## config.mk

```make
export PLATFORM = sky130hd
export DESIGN_NAME = traffic_phase_sequencer_flat
export DESIGN_NICKNAME = d
export VERILOG_FILES = /design/src/rtl/traffic_phase_sequencer_if.sv /design/src/rtl/traffic_phase_sequencer.sv /design/src/flat_wrapper.sv
export SDC_FILE = /design/constraint.sdc
export NUM_CORES = 1
export LEC_CHECK = 0
export ABC_AREA = 1
export CAP_MARGIN = 30
export CORE_ASPECT_RATIO = 0.6
export CORE_MARGIN = 2
export CORE_UTILIZATION = 35
export DETAILED_ROUTE_END_ITERATION = 8
export PLACE_DENSITY = 0.59
export SLEW_MARGIN = 5
export SYNTH_ARGS = -nofsm -noshare
export SYNTH_HDL_FRONTEND = slang
export SYNTH_SLANG_ARGS = --single-unit
```

## constraint.sdc

```tcl
create_clock -name clk -period 5.7 [get_ports clk]
set_clock_uncertainty 0.15 [all_clocks]
set_input_delay 1.14 -clock clk [delete_from_list [all_inputs] [get_ports clk]]
set_output_delay 1.14 -clock clk [all_outputs]
set_load 0.05 [all_outputs]
```

## src/rtl/traffic_phase_sequencer_if.sv

```systemverilog
// Signal bundle between the ESP32-side controller and the traffic phase sequencer.
// The master drives the requests; the slave (sequencer) drives the decoder outputs.
interface traffic_phase_sequencer_if;
  logic       flash_req;
  logic       ext_enable;
  logic       ext_valid;
  logic [3:0] ext_code;
  logic       ext_dest;
  logic [3:0] ciclo;
  logic       destello;
  logic [1:0] mode;
  logic       fault;

  modport master (
    output flash_req, ext_enable, ext_valid, ext_code, ext_dest,
    input  ciclo, destello, mode, fault
  );

  modport slave (
    input  flash_req, ext_enable, ext_valid, ext_code, ext_dest,
    output ciclo, destello, mode, fault
  );
endinterface

```

## src/rtl/traffic_phase_sequencer.sv

```systemverilog
// Fixed-time 4-phase traffic plan with amber-flash fallback and ESP32 remote override.
// Produces the registered cycle code / flash bit consumed by the light decoder.
module traffic_phase_sequencer #(
  parameter int TICK_DIV      = 27_000_000,
  parameter int GREEN_S       = 20,
  parameter int AMBER_S       = 3,
  parameter int FLASH_GREEN_S = 3,
  parameter int STARTUP_S     = 5,
  parameter int WDT_S         = 4
) (
  input  logic                        clk,
  input  logic                        rst,
  traffic_phase_sequencer_if.slave    bus
);

  localparam int             PW       = (TICK_DIV > 1) ? $clog2(TICK_DIV) : 1;
  localparam logic [PW-1:0]  L_PMAX   = PW'(TICK_DIV - 1);
  localparam logic [7:0]     L_GREEN  = 8'(GREEN_S);
  localparam logic [7:0]     L_AMBER  = 8'(AMBER_S);
  localparam logic [7:0]     L_FGREEN = 8'(FLASH_GREEN_S);
  localparam logic [7:0]     L_START  = 8'(STARTUP_S);
  localparam logic [7:0]     L_WDT    = 8'(WDT_S);

  typedef enum logic [1:0] {
    S_FLASH  = 2'd0,
    S_GREEN  = 2'd1,
    S_AMBER  = 2'd2,
    S_REMOTE = 2'd3
  } state_t;

  state_t        r_state, w_state_nx;
  logic [1:0]    r_phase, w_phase_nx;
  logic [7:0]    r_timer, w_timer_nx;
  logic [7:0]    r_wdt, w_wdt_nx;
  logic [3:0]    r_code, w_code_nx;
  logic          r_rdest, w_rdest_nx;
  logic          r_fault, w_fault_nx;
  logic          r_blink, w_blink_nx;
  logic [PW-1:0] r_presc;
  logic [3:0]    r_ciclo, w_ciclo_nx;
  logic          r_destello, w_destello_nx;
  logic [1:0]    r_mode, w_mode_nx;
  logic          w_tick, w_strobe, w_accept, w_wdt_exp;

  function automatic logic f_code_legal(input logic [3:0] code);
    return code <= 4'd8;
  endfunction

  // A green request may only replace a different green once the light has passed amber/flash.
  function automatic logic f_green_conflict(input logic [3:0] code, input logic [3:0] cur);
    return code[0] & cur[0] & (code != cur);
  endfunction

  function automatic logic [1:0] f_phase_of(input logic [3:0] code);
    return 2'((code - 4'd1) >> 1);
  endfunction

  assign w_tick    = (r_presc == L_PMAX);
  assign w_strobe  = bus.ext_enable & bus.ext_valid;
  assign w_accept  = w_strobe & f_code_legal(bus.ext_code)
                   & ~f_green_conflict(bus.ext_code, r_ciclo);
  assign w_wdt_exp = (r_state == S_REMOTE) & w_tick & (r_wdt >= (L_WDT - 8'd1));

  // Free-running prescaler; state changes never disturb it.
  always_ff @(posedge clk) begin
    if (!rst) begin
      r_presc <= '0;
    end else if (w_tick) begin
      r_presc <= '0;
    end else begin
      r_presc <= r_presc + PW'(1);
    end
  end

  // Next-state selection in priority order, then next-output decode.
  always_comb begin
    w_state_nx    = r_state;
    w_phase_nx    = r_phase;
    w_timer_nx    = r_timer;
    w_wdt_nx      = r_wdt;
    w_code_nx     = r_code;
    w_rdest_nx    = r_rdest;
    w_fault_nx    = r_fault;
    w_blink_nx    = r_blink ^ w_tick;
    w_ciclo_nx    = 4'd0;
    w_destello_nx = 1'b0;
    w_mode_nx     = 2'b00;

    if (bus.flash_req) begin
      w_state_nx = S_FLASH;
      w_timer_nx = L_START;
    end else if (w_wdt_exp) begin
      w_fault_nx = 1'b1;
      w_state_nx = S_FLASH;
      w_timer_nx = L_START;
    end else if ((r_state == S_REMOTE) && !bus.ext_enable) begin
      if (r_code == 4'd0) begin
        w_state_nx = S_FLASH;
        w_timer_nx = L_START;
      end else begin
        w_state_nx = S_AMBER;
        w_phase_nx = f_phase_of(r_code);
        w_timer_nx = L_AMBER;
      end
    end else if (w_accept) begin
      w_state_nx = S_REMOTE;
      w_code_nx  = bus.ext_code;
      w_rdest_nx = bus.ext_dest;
      w_wdt_nx   = 8'd0;
    end else begin
      w_fault_nx = r_fault | w_strobe;
      if (r_state == S_REMOTE) begin
        w_wdt_nx = w_tick ? (r_wdt + 8'd1) : r_wdt;
      end else if (w_tick && (r_timer == 8'd1)) begin
        case (r_state)
          S_FLASH: begin
            w_state_nx = S_GREEN;
            w_phase_nx = 2'd0;
            w_timer_nx = L_GREEN;
          end
          S_GREEN: begin
            w_state_nx = S_AMBER;
            w_timer_nx = L_AMBER;
          end
          S_AMBER: begin
            w_state_nx = S_GREEN;
            w_phase_nx = r_phase + 2'd1;
            w_timer_nx = L_GREEN;
          end
          default: begin
            w_state_nx = S_FLASH;
            w_timer_nx = L_START;
          end
        endcase
      end else if (w_tick) begin
        w_timer_nx = r_timer - 8'd1;
      end else begin
        w_timer_nx = r_timer;
      end
    end

    case (w_state_nx)
      S_FLASH: begin
        w_ciclo_nx    = 4'd0;
        w_destello_nx = w_blink_nx;
        w_mode_nx     = 2'b00;
      end
      S_GREEN: begin
        w_ciclo_nx    = 4'({w_phase_nx, 1'b1});
        w_destello_nx = (w_timer_nx <= L_FGREEN) ? w_blink_nx : 1'b0;
        w_mode_nx     = 2'b01;
      end
      S_AMBER: begin
        w_ciclo_nx    = 4'({w_phase_nx, 1'b0}) + 4'd2;
        w_destello_nx = 1'b0;
        w_mode_nx     = 2'b01;
      end
      S_REMOTE: begin
        w_ciclo_nx    = w_code_nx;
        w_destello_nx = ((w_code_nx != 4'd0) && !w_code_nx[0]) ? 1'b0 : (w_rdest_nx & w_blink_nx);
        w_mode_nx     = 2'b10;
      end
      default: begin
        w_ciclo_nx    = 4'd0;
        w_destello_nx = 1'b0;
        w_mode_nx     = 2'b00;
      end
    endcase
  end

  // State and registered decoder outputs.
  always_ff @(posedge clk) begin
    if (!rst) begin
      r_state    <= S_FLASH;
      r_phase    <= 2'd0;
      r_timer    <= L_START;
      r_wdt      <= 8'd0;
      r_code     <= 4'd0;
      r_rdest    <= 1'b0;
      r_fault    <= 1'b0;
      r_blink    <= 1'b0;
      r_ciclo    <= 4'd0;
      r_destello <= 1'b0;
      r_mode     <= 2'b00;
    end else begin
      r_state    <= w_state_nx;
      r_phase    <= w_phase_nx;
      r_timer    <= w_timer_nx;
      r_wdt      <= w_wdt_nx;
      r_code     <= w_code_nx;
      r_rdest    <= w_rdest_nx;
      r_fault    <= w_fault_nx;
      r_blink    <= w_blink_nx;
      r_ciclo    <= w_ciclo_nx;
      r_destello <= w_destello_nx;
      r_mode     <= w_mode_nx;
    end
  end

  assign bus.ciclo    = r_ciclo;
  assign bus.destello = r_destello;
  assign bus.mode     = r_mode;
  assign bus.fault    = r_fault;

endmodule

```

## src/flat_wrapper.sv

```systemverilog
// flat-port wrapper written by rule: the top's interface ports become plain ports
module traffic_phase_sequencer_flat 
#(
  parameter int TICK_DIV      = 27_000_000,
  parameter int GREEN_S       = 20,
  parameter int AMBER_S       = 3,
  parameter int FLASH_GREEN_S = 3,
  parameter int STARTUP_S     = 5,
  parameter int WDT_S         = 4
)
  (clk, rst, bus_flash_req, bus_ext_enable, bus_ext_valid, bus_ext_code, bus_ext_dest, bus_ciclo, bus_destello, bus_mode, bus_fault);
  traffic_phase_sequencer_if bus_i ();
  input  logic clk;
  input  logic rst;
  input wire logic [$bits(bus_i.flash_req)-1:0] bus_flash_req;
  input wire logic [$bits(bus_i.ext_enable)-1:0] bus_ext_enable;
  input wire logic [$bits(bus_i.ext_valid)-1:0] bus_ext_valid;
  input wire logic [$bits(bus_i.ext_code)-1:0] bus_ext_code;
  input wire logic [$bits(bus_i.ext_dest)-1:0] bus_ext_dest;
  output wire logic [$bits(bus_i.ciclo)-1:0] bus_ciclo;
  output wire logic [$bits(bus_i.destello)-1:0] bus_destello;
  output wire logic [$bits(bus_i.mode)-1:0] bus_mode;
  output wire logic [$bits(bus_i.fault)-1:0] bus_fault;
  assign bus_i.flash_req = bus_flash_req;
  assign bus_i.ext_enable = bus_ext_enable;
  assign bus_i.ext_valid = bus_ext_valid;
  assign bus_i.ext_code = bus_ext_code;
  assign bus_i.ext_dest = bus_ext_dest;
  assign bus_ciclo = bus_i.ciclo;
  assign bus_destello = bus_i.destello;
  assign bus_mode = bus_i.mode;
  assign bus_fault = bus_i.fault;
  traffic_phase_sequencer #(.TICK_DIV(TICK_DIV), .GREEN_S(GREEN_S), .AMBER_S(AMBER_S), .FLASH_GREEN_S(FLASH_GREEN_S), .STARTUP_S(STARTUP_S), .WDT_S(WDT_S)) u_core (.clk(clk), .rst(rst), .bus(bus_i));
endmodule
```

==> results.tsv <==
stage	metric	value	unit
yosys	ys_async_sr_fraction	0	%
hold_path	hold_class	reg -> reg	
power	intPower	0.000819	W
worst_setup_path	startpoint	bus_ext_code[0]	
worst_setup_path	path_cells	clkdlybuf4s50_1 -> ha_1 -> inv_1 -> nand2_1 -> nor2_1 -> nand2_1 -> nand2_1 -> nand2_2 -> nand2_1 -> nor2_1 -> o21ai_1 -> nand2_1 -> inv_2 -> ha_1 -> inv_1 -> nor2_1 -> a21oi_1 -> a21oi_1	
worst_setup_path	arrival	3.73	ns
drt	drt-initial-drc-count	254	
sta	tns	0	ns
worst_setup_path	crit_slowest_cell	clkdlybuf4s50_1	
yosys	syn_inst	534	
worst_setup_path	start_kind	input port	
worst_setup_path	cp_max_fo	8	
yosys	synthXorXnorAreaFrac	1.74	%
yosys	synth_compound_area_share	9.57	%
yosys	yosysSeqAreaShare	33.6	%
yosys	postSynthAreaPerCell	6.59	sq um
yosys	synth_top_area_share	33.6	%
final_layout	multiInputGateArea	0.00202	sq mm
die	die_h	81.7	um
sta	setup_violations	0	
yosys	yosys.area.top_type	dfxtp_1	
yosys	synth_fa_ha_area_share	4.27	%
global_route	grt_pass1_wl	14800	um
final_layout	syn2layout_area_growth	18.5	%
drt	wl	8690	um
yosys	ys_ff_latch	59	
yosys	synth_area	0.00352	sq mm
power	powerDensity	252	mW/mm^2
yosys	synthFlopType	dfxtp_1	
worst_setup_path	worstReg2RegStart	u_core.r_presc[0]$_SDFF_PP0_	
final_layout	fin_nets	583	
yosys	ys_top_cells_by_area	dfxtp_1 (34%), nand2_1 (16%), nor2_1 (8.6%)	
clock_network	cts_sinks	59	
global_route	first_global_vias	3025	
yosys	synth.area.mux_share	0	%
worst_setup_path	crit_buf_inv	4	
global_route	grt_max_degree	26	
sta	slew_headroom	66.8	%
sta	fin_crit_sh	64.3	%
power	sw_frac_of_total	22.2	%
power	vdd_drop_max	0.000114	V
drt	antenna_left	0	
yosys	synth_simple_gate_area_share	41.9	%
worst_setup_path	r2r_slack	2.89	ns
place	place.gp.congestion	0.903	
power	p_leak	1.82	nW
die	die-area	0.0109	sq mm
global_route	antenna_found_initial	0	
place	dp_hpwl	6730	um
yosys	synth_edf_count	0	
sta	hold_viol	0	
drt	dr.pass1.iters	5	
worst_setup_path	path_class	in -> reg	
power	pwr-share-seq	40.3	%
run	drv_cap	0	
clock_network	cts_htree_levels	3	
worst_setup_path	ff2ff_path_depth	15	
clock_network	cts_resized	0	
drt	wl_per_cell	12.4	um
power	clkPwrFrac	52.9	%
place	port_buffers	17	
drt	drc	0	
yosys	syn-num-nets	556	
clock_network	cts_root_buffer	clkbuf_16	
clock_network	cts_buffer_depth	2	
worst_setup_path	endpoint	u_core.bus.destello$_SDFF_PN0_	
yosys	synth_top_family_by_area	simple AND/OR/NAND/NOR gates	
worst_setup_path	cp.depth	18	
drt	vias	3319	
die	start_util	35.9	%
global_route	grt_remaining_overflow	0	
yosys	ys_types	42	
sta	slew_viol_final	0	
sta	tightest_slew	0.497	ns
worst_setup_path	reg2reg_to	u_core.bus.destello$_SDFF_PN0_	
clock_network	worstSkewPairLatency	0.33	ns
clock_network	cts-buffers-inserted	9	
worst_setup_path	end_kind	register	
worst_setup_path	crit_required	5.76	ns
global_route	grt_use_total	17.3	%
die	ioPinCount	18	
final_layout	register_area	0.00118	sq mm
drt	vias_per_cell	4.73	
final_layout	nFillCells	1018	
sta	holdWs	0.285	ns
sta	fmax	0.273	GHz
clock_network	cts_tree	built	
sta	min_period	3.66	ns
status	status	complete, no violations	
final_layout	drive_gt1_share	10.1	%
clock_network	clk_pin_slew	0.05	ns
sta	rsz0062_at_grt	false	
die	core_region_area	0.00981	sq mm
die	die-width	133	um
power	switchingPower	0.000233	W
clock_network	ctsHoldBuffers	0	
yosys	yosys_warnings	0	
worst_setup_path	slowest_delay	0.45	ns
worst_setup_path	cpMostUsedCell	nand2_1	
die	rows	28	
power	power_frac_comb	6.9	%
clock_network	postCtsSetupRepairBufs	0	
final_layout	n_antenna_cell	0	
worst_setup_path	crit_family	simple AND/OR/NAND/NOR gates	
state kept, by name, indices dropped and copies added (netlist names), 2 cells and up:
| signal | count |
|---|---|
| u_core.bus.ciclo | 4 |
| u_core.r_timer | 8 |
| u_core.bus.mode | 2 |
| u_core.r_phase | 2 |
| u_core.r_code | 4 |
| u_core.r_wdt | 8 |
| u_core.r_presc | 25 |
| u_core.r_state | 2 |
synth_stat cells (all sizes together) (2+ instances only):
cell    instances
a211oi          2
a21oi          26
a31oi           2
clkbuf          2
dfxtp          59
ha             12
inv            79
nand2         157
nand3          31
nand3b          2
nand4          11
nor2           93
nor3           12
nor4            2
o211ai          2
o21ai          24
or2             3
xor2            7
layout by cell type (no fill, tap or decap), types with 2 or more instances in the layout:
| cell | netlist | layout |
|---|---|---|
| nand2_1 | 148 | 148 |
| nor4_1 | 2 | 2 |
| clkbuf_1 | 2 | 3 |
| o211ai_1 | 2 | 2 |
| nand4_1 | 10 | 10 |
| nor2_2 | 4 | 4 |
| a21oi_1 | 25 | 25 |
| dfxtp_1 | 59 | 59 |
| xor2_1 | 7 | 7 |
| nand2_2 | 8 | 8 |
| a31oi_1 | 2 | 2 |
| o21ai_1 | 7 | 7 |
| nor2_4 | 6 | 6 |
| inv_2 | 9 | 9 |
| nor3_2 | 3 | 3 |
| buf_4 | 0 | 2 |
| inv_1 | 69 | 69 |
| nor2_8 | 2 | 2 |
| nand3b_1 | 2 | 2 |
| clkbuf_8 | 0 | 3 |
| clkdlybuf4s50_1 | 0 | 17 |
| a211oi_1 | 2 | 2 |
| o21ai_0 | 17 | 17 |
| ha_1 | 12 | 12 |
| nor2_1 | 81 | 81 |
| nand3_1 | 27 | 27 |
| nand3_2 | 2 | 2 |
| nand3_4 | 2 | 2 |
| nor3_1 | 8 | 8 |
| clkbuf_16 | 0 | 9 |
how the worst min path moves through the flow:
| stage | depth (start not counted) | slack, ns | start | endpoint |
|---|---|---|---|---|
| 2_1_floorplan | 1 | 0.26 | u_core.r_presc[0]$_SDFF_PP0_ | u_core.r_presc[0]$_SDFF_PP0_ |
| 3_3_place_gp | 2 | 0.28 | u_core.r_wdt[4]$_SDFFE_PN0P_ | u_core.r_wdt[4]$_SDFFE_PN0P_ |
| 3_5_place_dp | 2 | 0.28 | u_core.r_wdt[6]$_SDFFE_PN0P_ | u_core.r_wdt[6]$_SDFFE_PN0P_ |
| 4_1_cts | 1 | 0.29 | u_core.r_presc[0]$_SDFF_PP0_ | u_core.r_presc[0]$_SDFF_PP0_ |
| 5_1_grt | 2 | 0.30 | u_core.r_wdt[2]$_SDFFE_PN0P_ | u_core.r_wdt[2]$_SDFFE_PN0P_ |
| 6_report | 1 | 0.29 | u_core.r_presc[0]$_SDFF_PP0_ | u_core.r_presc[0]$_SDFF_PP0_ |
layer usage:
metal	vias up	GRT usage [%]	part of all wire, %
met3	12	3.70	5.3
met1	1488	26.0	57
li1	1741	-	-
met5	-	0	0
met4	0	6.38	1.5
met2	78	23.9	36
area by class of cell:
cell class              instances  share of cell area, %
well taps                     135                   4.05
inverters                      80                   7.27
repair buffers                 19                   4.44
clock buffers                  15                   6.66
multi-input cells             392                   48.5
flip-flops and latches         59                   28.3
clock inverters                 1                  0.721
logic make-up (layout without fill, tap and decap cells):
kind of cell | count (synthesis) | in the layout
buffers and inverters | 83 | 115
DFF | 59 | 59
and+or+nand+nor | 313 | 313
AOI/OAI and AO/OA | 60 | 60
adders and majority gates | 12 | 12
xor gates and xnor gates | 7 | 7
through the flow:
| stage | instance area, sq um | cells | power, W | setup slack (ns) | utilization, % |
|---|---|---|---|---|---|
| 6_report | 4170 | 701 | 0.00105 | 2.04 | 42.5 |
| 5_1_grt | 4170 | 701 | 0.00109 | 1.70 | 42.5 |
| 4_1_cts | 4170 | 701 | 0.00106 | 2.07 | 42.5 |
| 3_5_place_dp | 3860 | 685 | 0.000504 | 1.73 | 39.3 |
| 3_3_place_gp | 3860 | 685 | 0.000503 | 1.84 | 39.3 |
| 2_1_floorplan | 3520 | 534 | 0.000479 | 2.56 | - |
power by group through the flow:
stage	logic [W]	clock network [W]	registers, W
3_3_place_gp	0.0000715	0	0.000432
2_1_floorplan	0.0000435	0	0.000435
4_1_cts	0.0000721	0.000569	0.000424
6_report	0.0000722	0.000556	0.000424
3_5_place_dp	0.0000715	0	0.000432
5_1_grt	0.0000814	0.000588	0.000424
(Power assumes the default switching activity.)
